File: config.mk
export PLATFORM = sky130hd
export DESIGN_NAME = hazard_scoreboard_flat
export DESIGN_NICKNAME = d
export VERILOG_FILES = /design/src/rtl/hazard_scoreboard_if.sv /design/src/rtl/hazard_scoreboard.sv /design/src/flat_wrapper.sv
export SDC_FILE = /design/constraint.sdc
export NUM_CORES = 1
export LEC_CHECK = 0
export BUFFER_PORTS_ARGS = -buffer_cell sky130_fd_sc_hd__buf_2
export CORE_MARGIN = 8
export CORE_UTILIZATION = 35
export DETAILED_ROUTE_END_ITERATION = 10
export GPL_TIMING_DRIVEN = 0
export PLACE_DENSITY_LB_ADDON = 0.25
export SLEW_MARGIN = 20
export SYNTH_ARGS = -nofsm -noshare
export SYNTH_HDL_FRONTEND = slang
export SYNTH_SLANG_ARGS = --single-unit
File: constraint.sdc
create_clock -name clock -period 2.5 [get_ports clock]
set_input_delay 0.25 -clock clock [delete_from_list [all_inputs] [get_ports clock]]
set_output_delay 0.25 -clock clock [all_outputs]
set_load 0.02 [all_outputs]
File: src/rtl/hazard_scoreboard_if.sv
// hazard_scoreboard_if: Decode/Execute/WriteBack hazard fields and the stall/flush controls
// returned to the pipeline.
interface hazard_scoreboard_if #(
    parameter int REG_ADDRESS_WIDTH = 4,
    parameter int STALL_COUNT_WIDTH = 16
);
    logic [REG_ADDRESS_WIDTH-1:0] reg1AddressD;
    logic [REG_ADDRESS_WIDTH-1:0] reg2AddressD;
    logic                         useReg1D;
    logic                         useReg2D;
    logic                         isScalarReg1D;
    logic                         isScalarReg2D;
    logic [REG_ADDRESS_WIDTH-1:0] regDestinationAddressD;
    logic                         writeEnableScalarD;
    logic                         writeEnableVectorD;
    logic                         validD;
    logic                         takeBranchE;
    logic [REG_ADDRESS_WIDTH-1:0] retireAddressWB;
    logic                         retireScalarWB;
    logic                         retireVectorWB;
    logic                         stallF;
    logic                         stallD;
    logic                         flushD;
    logic                         flushE;
    logic                         issueD;
    logic [STALL_COUNT_WIDTH-1:0] stallCount;

    modport master (
        output reg1AddressD, reg2AddressD, useReg1D, useReg2D, isScalarReg1D, isScalarReg2D,
               regDestinationAddressD, writeEnableScalarD, writeEnableVectorD, validD,
               takeBranchE, retireAddressWB, retireScalarWB, retireVectorWB,
        input  stallF, stallD, flushD, flushE, issueD, stallCount
    );

    modport slave (
        input  reg1AddressD, reg2AddressD, useReg1D, useReg2D, isScalarReg1D, isScalarReg2D,
               regDestinationAddressD, writeEnableScalarD, writeEnableVectorD, validD,
               takeBranchE, retireAddressWB, retireScalarWB, retireVectorWB,
        output stallF, stallD, flushD, flushE, issueD, stallCount
    );
endinterface

File: src/rtl/hazard_scoreboard.sv
// hazard_scoreboard: scalar/vector pending-write scoreboards that stall RAW/WAW hazards and
// flush on taken branches, with a saturating stall-cycle counter.
module hazard_scoreboard #(
    parameter int SCALAR_REGNUM     = 16,
    parameter int VECTOR_REGNUM     = 8,
    parameter int REG_ADDRESS_WIDTH = 4,
    parameter int STALL_COUNT_WIDTH = 16
) (
    input logic clock,
    input logic reset,
    hazard_scoreboard_if.slave bus
);
    logic [SCALAR_REGNUM-1:0]     scalarPending;
    logic [VECTOR_REGNUM-1:0]     vectorPending;
    logic [STALL_COUNT_WIDTH-1:0] stallCount;
    logic                         hazard;
    logic                         src1Hit;
    logic                         src2Hit;
    logic                         wawHit;

    // Out-of-range addresses shift the one-hot bit off the end, so they never match or set.
    function automatic logic [SCALAR_REGNUM-1:0] scalarMask(input logic [REG_ADDRESS_WIDTH-1:0] a);
        return SCALAR_REGNUM'(1) << a;
    endfunction

    function automatic logic [VECTOR_REGNUM-1:0] vectorMask(input logic [REG_ADDRESS_WIDTH-1:0] a);
        return VECTOR_REGNUM'(1) << a;
    endfunction

    always_comb begin
        src1Hit = bus.useReg1D & (bus.isScalarReg1D ? |(scalarPending & scalarMask(bus.reg1AddressD))
                                                    : |(vectorPending & vectorMask(bus.reg1AddressD)));
        src2Hit = bus.useReg2D & (bus.isScalarReg2D ? |(scalarPending & scalarMask(bus.reg2AddressD))
                                                    : |(vectorPending & vectorMask(bus.reg2AddressD)));
        wawHit  = (bus.writeEnableScalarD & |(scalarPending & scalarMask(bus.regDestinationAddressD)))
                | (bus.writeEnableVectorD & |(vectorPending & vectorMask(bus.regDestinationAddressD)));
        hazard  = bus.validD & (src1Hit | src2Hit | wawHit);
    end

    assign bus.flushD     = !reset & bus.takeBranchE;
    assign bus.flushE     = !reset & (bus.takeBranchE | hazard);
    assign bus.stallF     = !reset & !bus.takeBranchE & hazard;
    assign bus.stallD     = bus.stallF;
    assign bus.issueD     = !reset & !bus.takeBranchE & !hazard & bus.validD;
    assign bus.stallCount = stallCount;

    // Set is OR-ed after the clear so a same-edge set/retire of one register leaves it pending.
    always_ff @(posedge clock or posedge reset) begin
        if (reset) begin
            scalarPending <= '0;
            vectorPending <= '0;
            stallCount    <= '0;
        end else begin
            scalarPending <= (scalarPending & ~(bus.retireScalarWB ? scalarMask(bus.retireAddressWB) : '0))
                           | (bus.issueD && bus.writeEnableScalarD ? scalarMask(bus.regDestinationAddressD) : '0);
            vectorPending <= (vectorPending & ~(bus.retireVectorWB ? vectorMask(bus.retireAddressWB) : '0))
                           | (bus.issueD && bus.writeEnableVectorD ? vectorMask(bus.regDestinationAddressD) : '0);
            if (bus.stallD && stallCount != '1)
                stallCount <= stallCount + 1'b1;
        end
    end
endmodule
File: src/flat_wrapper.sv
// flat-port wrapper written by rule: the top's interface ports become plain ports
module hazard_scoreboard_flat 
#(
    parameter int SCALAR_REGNUM     = 16,
    parameter int VECTOR_REGNUM     = 8,
    parameter int REG_ADDRESS_WIDTH = 4,
    parameter int STALL_COUNT_WIDTH = 16
)
  (clock, reset, bus_reg1AddressD, bus_reg2AddressD, bus_useReg1D, bus_useReg2D, bus_isScalarReg1D, bus_isScalarReg2D, bus_regDestinationAddressD, bus_writeEnableScalarD, bus_writeEnableVectorD, bus_validD, bus_takeBranchE, bus_retireAddressWB, bus_retireScalarWB, bus_retireVectorWB, bus_stallF, bus_stallD, bus_flushD, bus_flushE, bus_issueD, bus_stallCount);
  hazard_scoreboard_if #(.REG_ADDRESS_WIDTH(REG_ADDRESS_WIDTH), .STALL_COUNT_WIDTH(STALL_COUNT_WIDTH)) bus_i ();
  input logic clock;
  input logic reset;
  input wire logic [$bits(bus_i.reg1AddressD)-1:0] bus_reg1AddressD;
  input wire logic [$bits(bus_i.reg2AddressD)-1:0] bus_reg2AddressD;
  input wire logic [$bits(bus_i.useReg1D)-1:0] bus_useReg1D;
  input wire logic [$bits(bus_i.useReg2D)-1:0] bus_useReg2D;
  input wire logic [$bits(bus_i.isScalarReg1D)-1:0] bus_isScalarReg1D;
  input wire logic [$bits(bus_i.isScalarReg2D)-1:0] bus_isScalarReg2D;
  input wire logic [$bits(bus_i.regDestinationAddressD)-1:0] bus_regDestinationAddressD;
  input wire logic [$bits(bus_i.writeEnableScalarD)-1:0] bus_writeEnableScalarD;
  input wire logic [$bits(bus_i.writeEnableVectorD)-1:0] bus_writeEnableVectorD;
  input wire logic [$bits(bus_i.validD)-1:0] bus_validD;
  input wire logic [$bits(bus_i.takeBranchE)-1:0] bus_takeBranchE;
  input wire logic [$bits(bus_i.retireAddressWB)-1:0] bus_retireAddressWB;
  input wire logic [$bits(bus_i.retireScalarWB)-1:0] bus_retireScalarWB;
  input wire logic [$bits(bus_i.retireVectorWB)-1:0] bus_retireVectorWB;
  output wire logic [$bits(bus_i.stallF)-1:0] bus_stallF;
  output wire logic [$bits(bus_i.stallD)-1:0] bus_stallD;
  output wire logic [$bits(bus_i.flushD)-1:0] bus_flushD;
  output wire logic [$bits(bus_i.flushE)-1:0] bus_flushE;
  output wire logic [$bits(bus_i.issueD)-1:0] bus_issueD;
  output wire logic [$bits(bus_i.stallCount)-1:0] bus_stallCount;
  assign bus_i.reg1AddressD = bus_reg1AddressD;
  assign bus_i.reg2AddressD = bus_reg2AddressD;
  assign bus_i.useReg1D = bus_useReg1D;
  assign bus_i.useReg2D = bus_useReg2D;
  assign bus_i.isScalarReg1D = bus_isScalarReg1D;
  assign bus_i.isScalarReg2D = bus_isScalarReg2D;
  assign bus_i.regDestinationAddressD = bus_regDestinationAddressD;
  assign bus_i.writeEnableScalarD = bus_writeEnableScalarD;
  assign bus_i.writeEnableVectorD = bus_writeEnableVectorD;
  assign bus_i.validD = bus_validD;
  assign bus_i.takeBranchE = bus_takeBranchE;
  assign bus_i.retireAddressWB = bus_retireAddressWB;
  assign bus_i.retireScalarWB = bus_retireScalarWB;
  assign bus_i.retireVectorWB = bus_retireVectorWB;
  assign bus_stallF = bus_i.stallF;
  assign bus_stallD = bus_i.stallD;
  assign bus_flushD = bus_i.flushD;
  assign bus_flushE = bus_i.flushE;
  assign bus_issueD = bus_i.issueD;
  assign bus_stallCount = bus_i.stallCount;
  hazard_scoreboard #(.SCALAR_REGNUM(SCALAR_REGNUM), .VECTOR_REGNUM(VECTOR_REGNUM), .REG_ADDRESS_WIDTH(REG_ADDRESS_WIDTH), .STALL_COUNT_WIDTH(STALL_COUNT_WIDTH)) u_core (.clock(clock), .reset(reset), .bus(bus_i));
endmodule
==> results by group, run 1 <==
Clocking
  – Clk_lat worst skew: just under 0.3 ns
  – CTS tree: built
  – Clock root buffer: clkbuf_8
  – H-Tree Level Count: 2
  – Clock transition at path regs: roughly 0.080 ns
  – Max clock buf depth: 2
  – Clock Sinks: 40
  – Num CTS Buffers: 5

Global routing
  – Largest net degree at the start of global routing: 26
  – Met1 usage: approximately 20%
  – All-Layer GR Usage: around 15%
  – Met2 Usage GRT: around 24%
  – First-pass GRT wire length: roughly 13000 microns
  – Met3 Use GR: around 3.5%
  – Global route overflow: 0
  – Vias in the first global route: ~2600
  – GR peak layer: met2
  – Initial antenna violation count: 0

Pwr
  – Sw power: roughly 0.54 mW
  – Sw frac: around a third
  – Cell leakage power: 1.49 nW
  – Final Total Pwr: 1.67 mW
  – Int Pwr: 1.13 mW
  – P per Cell Area: a little under 500 nW/um^2
  – Peak supply drop: ~0.38 mV
  – Sequential share of power: 46.1%
  – Comb pwr share: between 20% and 30%
  – Clock power frac: roughly a quarter

Synthesis
  – Synth area leader: dfrtp_1
  – Post-synth EDFFs: 0
  – Syn_area_per_cell: between 9 and 10 sq um
  – Syn. warnings: 0
  – Mapped Cells: roughly 280
  – Top-area cell type share of the netlist area: between 30% and 40%
  – Synth area leaders: dfrtp_1, o21ai_0, mux2i_1
  – Ys flop type: dfrtp_1
  – Ys async rst share: 100%
  – Post-Syn Nets: slightly above 300
  – Post-Syn Area: about 2600 sq um
  – Register area share after synthesis: roughly 39%
  – Synth cell types: 54
  – Seq cells post-synth: 40

STA
  – Worst-Margin Slew: ~0.64 ns
  – Fin crit share: 116%
  – Final worst slack: -0.411 ns
  – Max Clock Skew: ~0.0052 ns
  – RSZ-0062 raised after global routing: true
  – Fin. Hold Viols: 0
  – Relative slew slack: around 57%
  – Finish-stage setup viols: 37
  – Crit path time final: roughly 2.9 ns
  – Slew Limit Fails: 0
  – Fmax: ~340 MHz

Floorplan
  – Io pins: 49
  – Core ar.: 7210 sq um
  – Die area: around 10000 sq um
  – Width of the die: a little over 100 microns
  – Initial core utilization: approximately 36%
  – Die Ht: around 100 microns
  – Row cnt: 31

Route
  – Routed WL: 7950 microns
  – DRT antenna net count: 0
  – Vias: roughly 2500
  – Routed WL per cell: around 18 microns
  – Vias per cell: roughly 5.6
  – DR iter-0 viols: 160
  – Post-route DRC: 0
  – Drt pass-1 iters: 5

Critical path
  – WP data arrival: around 2.7 ns
  – Slowest stage cell, crit path: dfrtp_1
  – Required time of the critical path: between 2 and 2.5 ns
  – Crit path largest cell delay: a little over 0.4 ns
  – CP startpoint kind: register
  – CP Max Fanout: 4
  – Most used cell, CP: buf_6
  – Crit end category: output port
  – Cells along the critical path: mux2_4, a221o_1, a2111oi_4, nor4b_2, a211o_1, buf_6, buf_6, nor2b_4, buf_6, buf_6
  – Crit path kind: reg2out

Placed design
  – HPWL Detailed: approximately 5800 microns
  – Post-place setup slack: -0.404 ns
  – # port buffers: 46
  – Routability-driven placement congestion ratio: 0.876

Final layout
  – Most frequent cells in the layout: buf_2, dfrtp_1, o21ai_0
  – Area grow syn2layout: 32.3%
  – Share of layout cells above drive strength 1: ~38%
  – Number of diodes: 0
  – Layout Nets: about 380
  – Leading cell type in the layout, fill and taps excluded: buf_2

Run status
  – Violated checks: setup timing
  – Status: finished with violations

Hold path
  – HP Class: in2reg

Job
  – Max cap viols: 0
registers in the layout, indices dropped and copies added (netlist names):
register / flops
u_core.bus.stallCount: 16
u_core.scalarPending: 16
u_core.vectorPending: 8
metal layers:
metal / wire length [microns] / part of all wire, % / vias to the layer above
met3: 629 / 7.9 / 14
met5: 0 / 0 / -
li1: - / - / 1192
met2: 3680 / 46 / 110
met1: 3510 / 44 / 1203
met4: 132 / 1.7 / 0
cells by family after synthesis:
kind of cell / share of synthesized area, %
adder cells (fa/ha/maj): 0.483
buffers and inverters: 4.64
flip-flops: 38.6
AND/OR/NAND/NOR: 21.0
multiplexers: 9.37
AO/OA/AOI/OAI: 21.1
XOR/XNOR: 4.73
final cells by class:
type / instances / area [sq um]
Fill cell: 721 / 3790
Multi-Input combinational cell: 213 / 1670
Sequential cell: 40 / 1000
Timing Repair Buffer: 59 / 395
Tap cell: 99 / 124
Buffer: 16 / 92.6
Clock buffer: 7 / 86.3
Inverter: 12 / 45.0
Clock inverter: 1 / 7.51
cell usage after synthesis, types with 3 or more instances:
| cell | count |
|---|---|
| o21ai_1 | 4 |
| mux2i_1 | 13 |
| mux4_2 | 4 |
| buf_2 | 8 |
| clkbuf_1 | 5 |
| o22ai_1 | 3 |
| a31oi_1 | 4 |
| o21ai_0 | 43 |
| o211ai_1 | 4 |
| inv_1 | 12 |
| o32ai_1 | 3 |
| nand3b_1 | 7 |
| and3_1 | 9 |
| nand3_1 | 17 |
| or4_1 | 5 |
| o21ai_2 | 4 |
| xnor2_1 | 14 |
| nand2b_1 | 8 |
| or2_2 | 3 |
| nor2_1 | 7 |
| nand4_1 | 5 |
| nor2b_1 | 6 |
| nand2_1 | 16 |
| dfrtp_1 | 40 |
metrics by stage:
step | std cells | util, % | TNS (ns) | hold WS, ns | cell area (sq um)
after floorplan | 281 | - | -0.0526 | 0.468 | 2610
after global placement | 426 | 41.1 | -7.38 | 0.484 | 2960
after detailed placement | 427 | 41.5 | -6.92 | 0.292 | 2990
after CTS | 441 | 43.7 | -5.05 | 0.335 | 3150
after global routing | 447 | 47.5 | -11.55 | 0.389 | 3430
final | 447 | 47.5 | -7.88 | 0.366 | 3430
worst max-delay path, delay by kind of cell, from the launching register on:
kind	cells	cell delay (ns)
and+or+nand+nor	2	0.21
buffers and inverters	4	0.50
muxes	1	0.27
AOI/OAI and AO/OA	3	0.97
DFF	1	0.41
final timing paths:
kind | startpoint | end | slack (ns) | depth (start not counted)
min | bus_retireVectorWB | u_core.vectorPending[6]$_DFF_PP0_ | 0.37 | 4
min in group asynchronous | reset | u_core.bus.stallCount[12]$_DFFE_PP0P_ | 0.52 | 3
max in group asynchronous | reset | u_core.scalarPending[2]$_DFF_PP0_ | 1.54 | 4
min reg2reg | u_core.bus.stallCount[8]$_DFFE_PP0P_ | u_core.bus.stallCount[8]$_DFFE_PP0P_ | 0.50 | 1
max reg2reg | u_core.scalarPending[4]$_DFF_PP0_ | u_core.scalarPending[12]$_DFF_PP0_ | -0.37 | 10
max | u_core.scalarPending[4]$_DFF_PP0_ | bus_stallF | -0.41 | 10
power by group through the flow:
stage / logic (mW) / clock network, mW / registers, mW
2_1_floorplan: 0.207 / 0 / 0.792
3_3_place_gp: 0.352 / 0 / 0.777
3_5_place_dp: 0.365 / 0 / 0.777
4_1_cts: 0.386 / 0.454 / 0.764
5_1_grt: 0.496 / 0.488 / 0.777
6_report: 0.456 / 0.445 / 0.769
timing repair:
item                                   in CTS  in global routing
gates cloned                                0                  0
setup endpoints to repair                  36                 38
hold buffers                                1                  0
endpoints found under the hold margin      15                  0
pin swaps                                   4                 11
resized for setup                          12                 64
buffers inserted                            5                  7
Note: power is estimated with default switching activity, not from simulation.
==> inputs of run 2 (changes only) <==
--- a/config.mk
+++ b/config.mk
@@ -11,6 +11,8 @@
 export DETAILED_ROUTE_END_ITERATION = 10
 export GPL_TIMING_DRIVEN = 0
 export PLACE_DENSITY_LB_ADDON = 0.25
+export REMOVE_ABC_BUFFERS = 1
+export SKIP_CTS_REPAIR_TIMING = 1
 export SLEW_MARGIN = 20
 export SYNTH_ARGS = -nofsm -noshare
 export SYNTH_HDL_FRONTEND = slang
==> run 2 against run 1 <==
Net effect: the flow finishes with violations (hold timing, setup timing); via count fell by 1.1%; final cell count fell by 4.0%; critical path depth fell by 2; non-clock buffer count fell by 20; flip-flop and latch count did not move; sequential share of layout area rose by 1.8 points; register-to-register slack improved by 0.07 ns; routed wire length barely moved; clock-buffer cell count did not move; combinational power fell by 12%; design area fell by 5.8%; global-route usage fell by 0.56 points; highest routed layer unchanged.
==> results by group, run 2 (synthesis results as in run 1) <==
Critical path
  – Cells along the critical path: mux2_4, a221o_1, a2111oi_4, nor4b_4, a211o_2, a21oi_2, nor2_1, buf_2 (was mux2_4, a221o_1, a2111oi_4, nor4b_2, a211o_1, buf_6, buf_6, nor2b_4, buf_6, buf_6)
  – Family with the most delay on the worst path: compound AO/OA/AOI/OAI gates (unchanged)
  – WP data arrival: 2.58 ns (was 2.66 ns)
  – Reg-to-reg slack, setup: -0.30 ns (was -0.37 ns)
  – R2r startpoint: u_core.scalarPending[4]$_DFF_PP0_ (unchanged)
  – Crit end category: output port (unchanged)
  – Required time of the critical path: 2.25 ns (about the same)
  – Worst Setup SP: u_core.scalarPending[4]$_DFF_PP0_ (unchanged)
  – Crit path largest cell delay: 0.44 ns (was 0.41 ns)
  – Crit path kind: reg2out (unchanged)
  – Worst R2R End: u_core.scalarPending[6]$_DFF_PP0_ (was u_core.scalarPending[12]$_DFF_PP0_)
  – Slowest stage cell, crit path: dfrtp_1 (unchanged)
  – R2R depth: 7 (was 10)
  – CP startpoint kind: register (unchanged)
  – CP Max Fanout: 5 (was 4)
  – Crit path buf inv count: 1 (was 4)

Final layout
  – Fin util: 44.7% (was 47.5%)
  – Leading cell type in the layout, fill and taps excluded: buf_2 (unchanged)
  – Number of diodes: 0 (unchanged)
  – Largest regs: u_core.bus.stallCount (16), u_core.scalarPending (16), u_core.vectorPending (8) (unchanged)
  – Most frequent cells in the layout: buf_2, dfrtp_1, o21ai_0 (unchanged)
  – Layout Cells excl Fill: 429 (was 447)
  – Layout Nets: 358 (was 376)
  – Area grow syn2layout: 24.5% (was 32.3%)
  – Share of layout cells above drive strength 1: 30.3% (was 37.9%)

Clocking
  – Clock transition at path regs: 0.08 ns (about the same)
  – Clock Sinks: 40 (unchanged)
  – Clk_lat worst skew: 0.29 ns (about the same)
  – Num CTS Buffers: 5 (unchanged)
  – Max clock buf depth: 2 (unchanged)
  – CTS tree: built (unchanged)
  – H-Tree Level Count: 2 (unchanged)
  – Clock root buffer: clkbuf_8 (unchanged)

Pwr
  – Sw power: 0.524 mW (was 0.539 mW)
  – Int Pwr: 1.22 mW (was 1.13 mW)
  – P per Cell Area: 540 nW/um^2 (was 488 nW/um^2)
  – Clock power frac: 33.2% (was 26.6%)
  – Comb pwr share: 23.0% (was 27.3%)
  – Peak supply drop: 0.449 mV (was 0.379 mV)
  – Sequential share of power: 43.9% (was 46.1%)
  – Cell leakage power: 1.39 nW (was 1.49 nW)
  – Sw frac: 30.0% (was 32.3%)
  – Final Total Pwr: 1.74 mW (was 1.67 mW)

Route
  – Max Used Layer: met4 (unchanged)
  – Routed WL: 7950 microns (about the same)
  – Met2 WL: 3680 microns (about the same)
  – Vias: 2491 (was 2519)
  – Drt pass-1 iters: 4 (was 5)
  – Routed WL per cell: 18.5 microns (was 17.8 microns)
  – Post-route DRC: 0 (unchanged)
  – DRT antenna net count: 0 (unchanged)
  – DR iter-0 viols: 157 (was 160)
  – Metal-1 WL: 3570 microns (was 3510 microns)
  – Vias per cell: 5.81 (was 5.64)
  – DR WL met3: 579 microns (was 629 microns)

Global routing
  – Vias in the first global route: 2349 (was 2568)
  – Largest net degree at the start of global routing: 25 (was 26)
  – Global route overflow: 0 (unchanged)
  – Initial antenna violation count: 0 (unchanged)
  – All-Layer GR Usage: 14.8% (was 15.4%)
  – First-pass GRT wire length: 12100 microns (was 12600 microns)

Placed design
  – # port buffers: 48 (was 46)
  – HPWL Detailed: 5540 microns (was 5820 microns)
  – Placed instance count: 413 (was 427)
  – Routability-driven placement congestion ratio: 0.899 (was 0.876)

Floorplan
  – Width of the die: 102 microns (unchanged)
  – Core ar.: 7210 sq um (unchanged)
  – Die area: 10400 sq um (unchanged)
  – Io pins: 49 (unchanged)
  – Initial core utilization: 35.9% (unchanged)
  – Row cnt: 31 (unchanged)
  – Die Ht: 102 microns (unchanged)

STA
  – Worst hold-check slack: -0.00100 ns (was 0.366 ns)
  – Fmax: 353 MHz (was 344 MHz)
  – Fin crit share: 113% (was 116%)
  – Finish-stage setup viols: 29 (was 37)
  – Relative slew slack: 47.1% (was 57.3%)
  – RSZ-0062 raised after global routing: true (unchanged)
  – Max Clock Skew: 0.00557 ns (was 0.00525 ns)
  – Slew Limit Fails: 0 (unchanged)
  – Worst-Margin Slew: 0.791 ns (was 0.640 ns)
  – Crit path time final: 2.83 ns (was 2.91 ns)
  – Fin. Hold Viols: 1 (was 0)
  – Final worst slack: -0.331 ns (was -0.411 ns)

Job
  – Max cap viols: 0 (unchanged)

Run status
  – Status: finished with violations (unchanged)
  – Violated checks: hold timing, setup timing (was setup timing)

Hold path
  – HP Class: in2async (was in2reg)
-- run 2: how the worst max path moves through the flow --
stage | endpoint | depth (start not counted) | slack (ns)
after floorplan | u_core.scalarPending[6]$_DFF_PP0_ | 7 | -0.09
after global placement | u_core.vectorPending[6]$_DFF_PP0_ | 8 | -0.59
after detailed placement | u_core.vectorPending[6]$_DFF_PP0_ | 8 | -0.60
after CTS | bus_flushE | 8 | -0.60
after global routing | bus_flushE | 8 | -0.43
final | bus_flushE | 8 | -0.33
-- run 2: metal layers --
| layer | vias up | GRT usage, % |
|---|---|---|
| li1 | 1158 | - |
| met1 | 1231 | 19.0 |
| met2 | 92 | 23.6 |
| met3 | 10 | 3.81 |
| met4 | 0 | 4.97 |
| met5 | - | 0 |
-- run 2: final cells by class --
class | instances | area, sq um
fillers | 721 | 3990
multi-input cells | 215 | 1600
flip-flops and latches | 40 | 1000
repair buffers | 55 | 332
well taps | 99 | 124
clock buffers | 7 | 96.3
inverters | 12 | 45.0
clock inverters | 1 | 30.0
-- run 2: power groups by stage --
stage | sequential (mW) | combinational, mW | clock (mW)
after floorplan | 0.792 | 0.175 | 0
after global placement | 0.776 | 0.337 | 0
after detailed placement | 0.776 | 0.349 | 0
after CTS | 0.764 | 0.351 | 0.593
after global routing | 0.776 | 0.440 | 0.623
final | 0.764 | 0.400 | 0.578
-- run 2: through the flow --
step | cell area (sq um) | setup slack, ns | TNS [ns]
floorplan | 2510 | -0.0897 | -0.677
global placement | 2880 | -0.585 | -15.50
detailed placement | 2910 | -0.595 | -15.89
CTS | 3030 | -0.602 | -12.92
global route | 3230 | -0.429 | -10.32
finish | 3230 | -0.331 | -7.74
==> inputs of run 3 (changes only) <==
--- a/config.mk
+++ b/config.mk
@@ -5,10 +5,10 @@
 export SDC_FILE = /design/constraint.sdc
 export NUM_CORES = 1
 export LEC_CHECK = 0
-export BUFFER_PORTS_ARGS = -buffer_cell sky130_fd_sc_hd__buf_2
 export CORE_MARGIN = 8
 export CORE_UTILIZATION = 35
 export DETAILED_ROUTE_END_ITERATION = 10
+export DONT_BUFFER_PORTS = 1
 export GPL_TIMING_DRIVEN = 0
 export PLACE_DENSITY_LB_ADDON = 0.25
 export REMOVE_ABC_BUFFERS = 1
==> run 3 against run 2 <==
Net effect: the run ends with setup timing left; critical path type is now reg2reg; sequential share of layout area is 3.2 points higher; global-route usage is 0.83 points lower; largest cell class unchanged; largest power group unchanged; design area decreased by 9.3%.
==> results by group, run 3 (synthesis results as in run 1) <==
Critical path
  – R2r startpoint: u_core.scalarPending[4]$_DFF_PP0_ (unchanged)
  – WP data arrival: 3.03 ns (was 2.58 ns)
  – Worst R2R End: u_core.scalarPending[3]$_DFF_PP0_ (was u_core.scalarPending[6]$_DFF_PP0_)
  – Reg-to-reg slack, setup: -0.32 ns (was -0.30 ns)
  – CP Max Fanout: 5 (unchanged)
  – R2R depth: 8 (was 7)
  – Crit end category: register (was output port)
  – CP startpoint kind: register (unchanged)
  – Crit path kind: reg2reg (was reg2out)
  – Required time of the critical path: 2.71 ns (was 2.25 ns)

Run status
  – Violated checks: setup timing (was hold timing, setup timing)
  – Status: finished with violations (unchanged)

Final layout
  – Number of diodes: 0 (unchanged)
  – Layout Cells excl Fill: 381 (was 429)
  – Layout fillers: 738 (was 721)
  – Area grow syn2layout: 13.0% (was 24.5%)
  – Most frequent cells in the layout: dfrtp_1, o21ai_0, nand3_1, o21ai_1, nand2_1 (was buf_2, dfrtp_1, o21ai_0)
  – Leading cell type in the layout, fill and taps excluded: dfrtp_1 (was buf_2)
  – Largest regs: u_core.bus.stallCount (16), u_core.scalarPending (16), u_core.vectorPending (8) (unchanged)
  – Share of layout cells above drive strength 1: 14.9% (was 30.3%)
  – Layout Nets: 310 (was 358)

Floorplan
  – Die Ht: 102 microns (unchanged)
  – Core ar.: 7210 sq um (unchanged)
  – Row cnt: 31 (unchanged)
  – Width of the die: 102 microns (unchanged)
  – Die area: 10400 sq um (unchanged)
  – Initial core utilization: 35.9% (unchanged)
  – Io pins: 49 (unchanged)

STA
  – Crit path time final: 2.82 ns (was 2.83 ns)
  – Setup TNS: -7.99 ns (was -7.74 ns)
  – Final worst slack: -0.321 ns (was -0.331 ns)
  – Finish-stage setup viols: 31 (was 29)
  – Relative slew slack: 55.8% (was 47.1%)
  – Worst hold-check slack: 0.223 ns (was -0.00100 ns)
  – Fin. Hold Viols: 0 (was 1)
  – Fin crit share: 113% (about the same)
  – Slew Limit Fails: 0 (unchanged)
  – Fmax: 354 MHz (was 353 MHz)
  – Max Clock Skew: 0.00872 ns (was 0.00557 ns)
  – RSZ-0062 raised after global routing: true (unchanged)
  – Worst-Margin Slew: 0.661 ns (was 0.791 ns)

Clocking
  – H-Tree Level Count: 2 (unchanged)
  – Clock transition at path regs: 0.08 ns (about the same)
  – CTS tree: built (unchanged)
  – Clock root buffer: clkbuf_8 (unchanged)
  – Clk_lat worst skew: 0.29 ns (about the same)
  – Num CTS Buffers: 5 (unchanged)
  – Max clock buf depth: 2 (unchanged)
  – Clock Sinks: 40 (unchanged)

Pwr
  – P per Cell Area: 544 nW/um^2 (was 540 nW/um^2)
  – Peak supply drop: 0.290 mV (was 0.449 mV)
  – Cell leakage power: 1.15 nW (was 1.39 nW)
  – Final Total Pwr: 1.59 mW (was 1.74 mW)

Hold path
  – End of the worst hold path: u_core.scalarPending[5]$_DFF_PP0_
  – HP Class: in2reg (was in2async)
  – Min-delay src: bus_retireScalarWB
  – Cell count of the worst hold path: 3

Job
  – Max cap viols: 0 (unchanged)

Route
  – Routed WL per cell: 20.1 microns (was 18.5 microns)
  – Routed WL: 7660 microns (was 7950 microns)
  – Vias: 2304 (was 2491)
  – DRT antenna net count: 0 (unchanged)
  – DR iter-0 viols: 220 (was 157)
  – Drt pass-1 iters: 5 (was 4)
  – Vias per cell: 6.05 (was 5.81)
  – Post-route DRC: 0 (unchanged)

Global routing
  – First-pass GRT wire length: 11400 microns (was 12100 microns)
  – Largest net degree at the start of global routing: 25 (unchanged)
  – Vias in the first global route: 2113 (was 2349)
  – Global route overflow: 0 (unchanged)
  – Initial antenna violation count: 0 (unchanged)
  – All-Layer GR Usage: 14.0% (was 14.8%)

Placed design
  – Post-place setup slack: -0.504 ns (was -0.595 ns)
  – Placed instance count: 365 (was 413)
  – # port buffers: 0 (was 48)
  – Routability-driven placement congestion ratio: 0.889 (was 0.899)
  – HPWL Detailed: 5350 microns (was 5540 microns)
==> run 3: changes by cell type in the layout (fill, tap and decap cells not counted), sizes merged <==
cell	change
buf	-48
clkbuf	-1
a211o	-1
clkinv	+1
dlygate4sd3	+1
==> run 3: critical path: stages, from the launching register on <==
cell       delay [ns]
dfrtp_1          0.44
mux2_4           0.28
a221o_1          0.37
a2111oi_4        0.36
nor4b_4          0.09
a211o_2          0.39
buf_12           0.15
or4_1            0.49
o21ai_0          0.18
==> run 3: final cells by class <==
| class | count | area (sq um) | share of cell area [%] |
|---|---|---|---|
| clock inverter | 2 | 35.0 | 1.20 |
| sequential | 40 | 1000 | 34.2 |
| tap | 99 | 124 | 4.23 |
| timing repair buffer | 8 | 87.6 | 2.99 |
| multi-input combinational | 214 | 1560 | 53.4 |
| clock buffer | 6 | 72.6 | 2.48 |
| inverter | 12 | 45.0 | 1.54 |
==> run 3: power breakdown <==
part,internal (mW),switching [mW]
clock,0.296,0.219
sequential,0.701,0.104
combinational,0.130,0.141
total,1.13,0.465
==> run 3: worst max path at each step <==
stage                     cells past startpoint                                end                              start  slack (ns)
after CTS                                     6                         bus_stallD  u_core.vectorPending[5]$_DFF_PP0_       -0.74
final                                         8  u_core.scalarPending[3]$_DFF_PP0_  u_core.scalarPending[4]$_DFF_PP0_       -0.32
after floorplan                               7  u_core.scalarPending[6]$_DFF_PP0_  u_core.scalarPending[4]$_DFF_PP0_       -0.09
after global routing                          8                         bus_flushE  u_core.scalarPending[4]$_DFF_PP0_       -0.40
after global placement                        7  u_core.vectorPending[6]$_DFF_PP0_  u_core.scalarPending[4]$_DFF_PP0_       -0.48
after detailed placement                      7  u_core.vectorPending[6]$_DFF_PP0_  u_core.scalarPending[4]$_DFF_PP0_       -0.50
==> run 3: per-stage QoR <==
step / util [%] / cell area [sq um]
2_1_floorplan: - / 2510
3_3_place_gp: 36.6 / 2640
3_5_place_dp: 36.9 / 2660
4_1_cts: 38.3 / 2770
5_1_grt: 40.6 / 2930
6_report: 40.6 / 2930
==> run 3: metal layers <==
metal  up-vias  global-route usage, %  wire, microns
met5         -                      0              0
met4         0                   4.51            119
met3        11                   5.65            884
met2       118                   21.5           3400
met1      1122                   17.4           3260
li1       1053                      -              -
